$ cat src/rtl/cmd_arbiter_seq.sv
// Two-requester round-robin command sequencer driving a shared increment/accumulate register.
// Optional watchdog abort on prolonged datapath stall is enabled by defining CMD_WATCHDOG_EN.
module cmd_arbiter_seq #(
  parameter int WIDTH  = 32,
  parameter int STEP_W = 8
`ifdef CMD_WATCHDOG_EN
  , parameter int TIMEOUT = 16
`endif
) (
  input  logic              iClock,
  input  logic              Reset,
  input  logic              iReq0Valid,
  input  logic [STEP_W-1:0] iReq0Step,
  output logic              oReq0Ready,
  input  logic              iReq1Valid,
  input  logic [STEP_W-1:0] iReq1Step,
  output logic              oReq1Ready,
  input  logic              iClear,
  input  logic              iStall,
  output logic [WIDTH-1:0]  oAccum,
  output logic              oBusy,
  output logic              oDone,
  output logic              oDoneId,
  output logic              oError,
  output logic              oInitDone
);

  typedef enum logic [2:0] {
    S_RESET = 3'd0,
    S_IDLE  = 3'd1,
    S_ADD   = 3'd2,
    S_DONE  = 3'd3
  } state_t;

  state_t              r_state;
  logic [WIDTH-1:0]    r_accum;
  logic [STEP_W-1:0]   r_remain;
  logic                r_id;
  logic                r_rr;
  logic                r_busy;
  logic                r_done;
  logic                r_done_id;
  logic                r_init;

  logic                w_open;
  logic                w_gnt0;
  logic                w_gnt1;
  logic                w_accept;
  logic [STEP_W-1:0]   w_step;

  // Grants only in IDLE with no clear pending; rr pointer breaks ties.
  assign w_open   = (r_state == S_IDLE) && !iClear;
  assign w_gnt0   = w_open && iReq0Valid && (!iReq1Valid || !r_rr);
  assign w_gnt1   = w_open && iReq1Valid && (!iReq0Valid ||  r_rr);
  assign w_accept = w_gnt0 || w_gnt1;
  assign w_step   = w_gnt1 ? iReq1Step : iReq0Step;

  assign oReq0Ready = w_gnt0;
  assign oReq1Ready = w_gnt1;
  assign oAccum     = r_accum;
  assign oBusy      = r_busy;
  assign oDone      = r_done;
  assign oDoneId    = r_done_id;
  assign oInitDone  = r_init;

`ifdef CMD_WATCHDOG_EN
  localparam int CW = $clog2(TIMEOUT + 1);
  logic [CW-1:0] r_stall_cnt;
  logic [CW-1:0] w_stall_nxt;
  logic          r_err_pend;
  logic          r_error;
  assign w_stall_nxt = r_stall_cnt + CW'(1);
  assign oError      = r_error;
`else
  assign oError = 1'b0;
`endif

  always_ff @(posedge iClock) begin
    if (Reset) begin
      r_state   <= S_RESET;
      r_accum   <= '0;
      r_remain  <= '0;
      r_id      <= 1'b0;
      r_rr      <= 1'b0;
      r_busy    <= 1'b0;
      r_done    <= 1'b0;
      r_done_id <= 1'b0;
      r_init    <= 1'b0;
`ifdef CMD_WATCHDOG_EN
      r_stall_cnt <= '0;
      r_err_pend  <= 1'b0;
      r_error     <= 1'b0;
`endif
    end else begin
      r_done <= 1'b0;
      r_busy <= (r_state == S_ADD) || (r_state == S_DONE) || w_accept;
`ifdef CMD_WATCHDOG_EN
      r_error <= 1'b0;
`endif
      case (r_state)
        S_RESET: begin
          r_state <= S_IDLE;
          r_init  <= 1'b1;
        end
        S_IDLE: begin
          if (iClear) begin
            r_accum <= '0;
          end else if (w_accept) begin
            r_id     <= w_gnt1;
            r_rr     <= ~w_gnt1;
            r_remain <= w_step;
            r_state  <= (w_step == '0) ? S_DONE : S_ADD;
`ifdef CMD_WATCHDOG_EN
            r_stall_cnt <= '0;
            r_err_pend  <= 1'b0;
`endif
          end
        end
        S_ADD: begin
          if (!iStall) begin
            r_accum  <= r_accum + WIDTH'(1);
            r_remain <= r_remain - STEP_W'(1);
            if (r_remain == STEP_W'(1)) r_state <= S_DONE;
`ifdef CMD_WATCHDOG_EN
            r_stall_cnt <= '0;
          end else begin
            // Abort keeps the partial accumulator value.
            r_stall_cnt <= w_stall_nxt;
            if (w_stall_nxt == CW'(TIMEOUT)) begin
              r_state    <= S_DONE;
              r_err_pend <= 1'b1;
            end
`endif
          end
        end
        S_DONE: begin
          r_done    <= 1'b1;
          r_done_id <= r_id;
          r_state   <= S_IDLE;
`ifdef CMD_WATCHDOG_EN
          r_error   <= r_err_pend;
`endif
        end
        default: r_state <= S_IDLE;
      endcase
    end
  end

endmodule

$ cat config.mk
export PLATFORM = sky130hd
export DESIGN_NAME = cmd_arbiter_seq
export DESIGN_NICKNAME = d
export VERILOG_FILES = /design/src/rtl/cmd_arbiter_seq.sv
export SDC_FILE = /design/constraint.sdc
export NUM_CORES = 1
export LEC_CHECK = 0
export CORE_UTILIZATION = 25
export CTS_CLUSTER_DIAMETER = 30
export DETAILED_ROUTE_END_ITERATION = 6
export SLEW_MARGIN = 20
export SYNTH_ARGS = -nofsm -noshare
export SYNTH_HDL_FRONTEND = slang
export SYNTH_SLANG_ARGS = --single-unit
$ cat constraint.sdc
create_clock -name iClock -period 4.1 [get_ports iClock]
set_input_delay 0.41 -clock iClock [delete_from_list [all_inputs] [get_ports iClock]]
set_output_delay 0.41 -clock iClock [all_outputs]
set_load 0.02 [all_outputs]
==> impl_metrics.json <==
{
  "synthAdderAreaFrac": 0.0313,
  "postCtsSetupBuffers": 0,
  "p_leak_uw": 0.00121,
  "tns_ns": 0,
  "final_hold_viol_count": 0,
  "critPathBufInv": 3,
  "synth_compound_area_frac": 0.207,
  "cts-buffers-inserted": 5,
  "ir_drop_v": 0.000195,
  "slew_viol_final": 0,
  "synth.avg_cell_area_um2": 7.97,
  "dp.cells": 531,
  "die_area_um2": 11600,
  "cts_max_level": 2,
  "clock.fmax_mhz": 349,
  "io_buffer_count": 59,
  "drive_gt1_frac": 0.0501,
  "die_y_um": 108,
  "cts_resized": 0,
  "fin_skew_ns": 0.0212,
  "synth_edf_count": 0,
  "tritoncts": "done",
  "insertion_delay_ns": 0.32,
  "nFillCells": 1114,
  "cts_root_buffer": "clkbuf_8",
  "drv_cap": 0,
  "vias": 2803,
  "synthesis.area_um2": 2800,
  "ys_top_cells_by_count": "48 x dfxtp_1, 31 x a21oi_1, 29 x nand2_1",
  "finalSetupViolCount": 0,
  "max_stage_delay_ns": 0.65,
  "crit_family": "buffers and inverters",
  "antenna_found_initial": 0,
  "worstPathRequired_ns": 3.69,
  "critPathKind": "flop to primary output",
  "grt_pass1_vias": 2590,
  "synth_most_common_cell": "dfxtp_1",
  "first_pass_iters": 4,
  "drt_iter0_markers": 164,
  "clock_path_buffers": 2,
  "ys_types": 56,
  "antenna_cells": 0,
  "rows": 38,
  "power_density_nw_per_um2": 409,
  "cts_hold_buf": 0,
  "ant_nets": 0,
  "status": "completed",
  "synth_top_area_cell": "dfxtp_1",
  "async_flop_share": 0,
  "path_clk_slew_ns": 0.09,
  "slowest_stage": "clkdlybuf4s50_1",
  "rsz0062_at_grt": "false",
  "dp_hpwl_um": 5530,
  "grt.overflow.total": 0,
  "cp_data_arrival_time_ns": 2.46,
  "seq_area_um2": 961,
  "syn2layout_area_growth_pct": 29.4,
  "synth_area_leaders": "dfxtp_1 34%, a21oi_1 5.5%, mux2i_1 5.0%",
  "io-pin-count": 61,
  "grt_pass1_wl_um": 12400,
  "relSlewSlack": 0.458,
  "yosysSeqAreaShare": 0.344,
  "synthesis.nets": 380,
  "grt_max_degree": 34,
  "multi_input_area_um2": 1670,
  "critPathCaptureType": "primary output",
  "synth-seq-cells": 48,
  "synth-simple-area-share": 0.300,
  "crit_path_start_kind": "flop",
  "syn_inst": 351,
  "fin_cells": 539,
  "wl_per_cell_um": 14.3,
  "cp_max_fo": 14,
  "cts_sinks": 48,
  "synth-xor-area-share": 0.00626,
  "tightest_slew_ns": 0.809,
  "totalWireLength_um": 7690,
  "synth_top_family_by_area": "simple AND/OR/NAND/NOR gates",
  "die_w_um": 108,
  "coreArea_um2": 10900,
  "crit_chain": "inv_1 -> ha_1 -> nor2b_1 -> buf_4 -> and3_1 -> clkdlybuf4s50_1",
  "muxShareOfSynthArea": 0.0501,
  "gp_congestion": 0.764,
  "fin_crit_ns": 2.87,
  "holdCritPathClass": "flop to flop",
  "synth_top_area_frac": 0.344,
  "yosysWarnings": 0,
  "routed_via_density": 5.20,
  "fin_crit_sh": 0.700,
  "drc": 0,
  "synth_flop_cell": "dfxtp_1",
  "grt_usage": 0.133,
  "initial_core_util": 0.257,
  "finalNetCount": 427
}
[cells by family (layout without fill, tap and decap cells)]
group / after synthesis / count (layout)
AO/OA/AOI/OAI: 93 / 93
adder cells (fa/ha/maj): 7 / 7
multiplexers: 14 / 14
other: 1 / 1
flip-flops: 48 / 48
AND/OR/NAND/NOR: 147 / 147
buffers and inverters: 39 / 87
XOR/XNOR: 2 / 2
[stage by stage]
stage / area [um^2] / total power [uW] / worst slack, ns / util / hold slack, ns
2_1_floorplan: 2800 / 926 / 2.01 / - / 0.448
3_3_place_gp: 3480 / 1060 / 1.51 / 0.320 / 0.459
3_5_place_dp: 3480 / 1060 / 1.45 / 0.320 / 0.470
4_1_cts: 3620 / 1490 / 1.20 / 0.332 / 0.495
5_1_grt: 3620 / 1570 / 1.05 / 0.332 / 0.514
6_report: 3620 / 1480 / 1.23 / 0.332 / 0.490
[flip-flops by register name (all words and copies together) (netlist names)]
register / count
oAccum: 32
r_remain: 8
r_state: 2
oBusy: 1
oDone: 1
oDoneId: 1
oInitDone: 1
r_id: 1
r_rr: 1
[worst paths after layout]
check	startpoint	end	slack, ns	cells after the start
hold / removal	oInitDone$_SDFFE_PP0N_	oInitDone$_SDFFE_PP0N_	0.49	2
setup reg to reg	r_state[0]$_SDFFE_PP0P_	oAccum[17]$_SDFFE_PP0P_	1.53	6
setup / recovery	r_state[1]$_SDFFE_PP0P_	oReq1Ready	1.23	6
hold reg to reg	oInitDone$_SDFFE_PP0N_	oInitDone$_SDFFE_PP0N_	0.49	2
[routing by layer]
| layer | track usage | routed length, um | up-vias |
|---|---|---|---|
| li1 | - | - | 1418 |
| met1 | 0.169 | 3620 | 1316 |
| met2 | 0.223 | 3620 | 55 |
| met3 | 0.0260 | 301 | 14 |
| met4 | 0.0450 | 152 | 0 |
| met5 | 0 | 0 | - |
[power by group]
group	internal [uW]	switching, uW	leakage, uW	total (uW)
clock	246	179	0.0000687	424
combinational	202	304	0.000749	507
sequential	511	38.5	0.000388	550
[worst min-delay path: cells and delay by family (launching register included)]
family | cells | cell delay (ns)
DFF | 1 | 0.35
and+or+nand+nor | 2 | 0.11
[cell usage in the layout (no fill, tap or decap), types with 13 or more instances in the layout]
| cell type | count |
|---|---|
| nand2_1 | 29 |
| clkdlybuf4s50_1 | 59 |
| mux2i_1 | 14 |
| dfxtp_1 | 48 |
| o21ai_0 | 20 |
| inv_1 | 17 |
| or3_1 | 19 |
| nand3_1 | 14 |
| nor4_1 | 13 |
| a21oi_1 | 31 |
| nor2_1 | 15 |
[layout make-up]
type	instances	area share
clock inverters	3	0.0190
clock buffers	5	0.0190
inverters	17	0.0176
repair buffers	62	0.169
flip-flops and latches	48	0.266
well taps	140	0.0484
multi-input cells	264	0.461
Power figures use the tool's default switching activity.
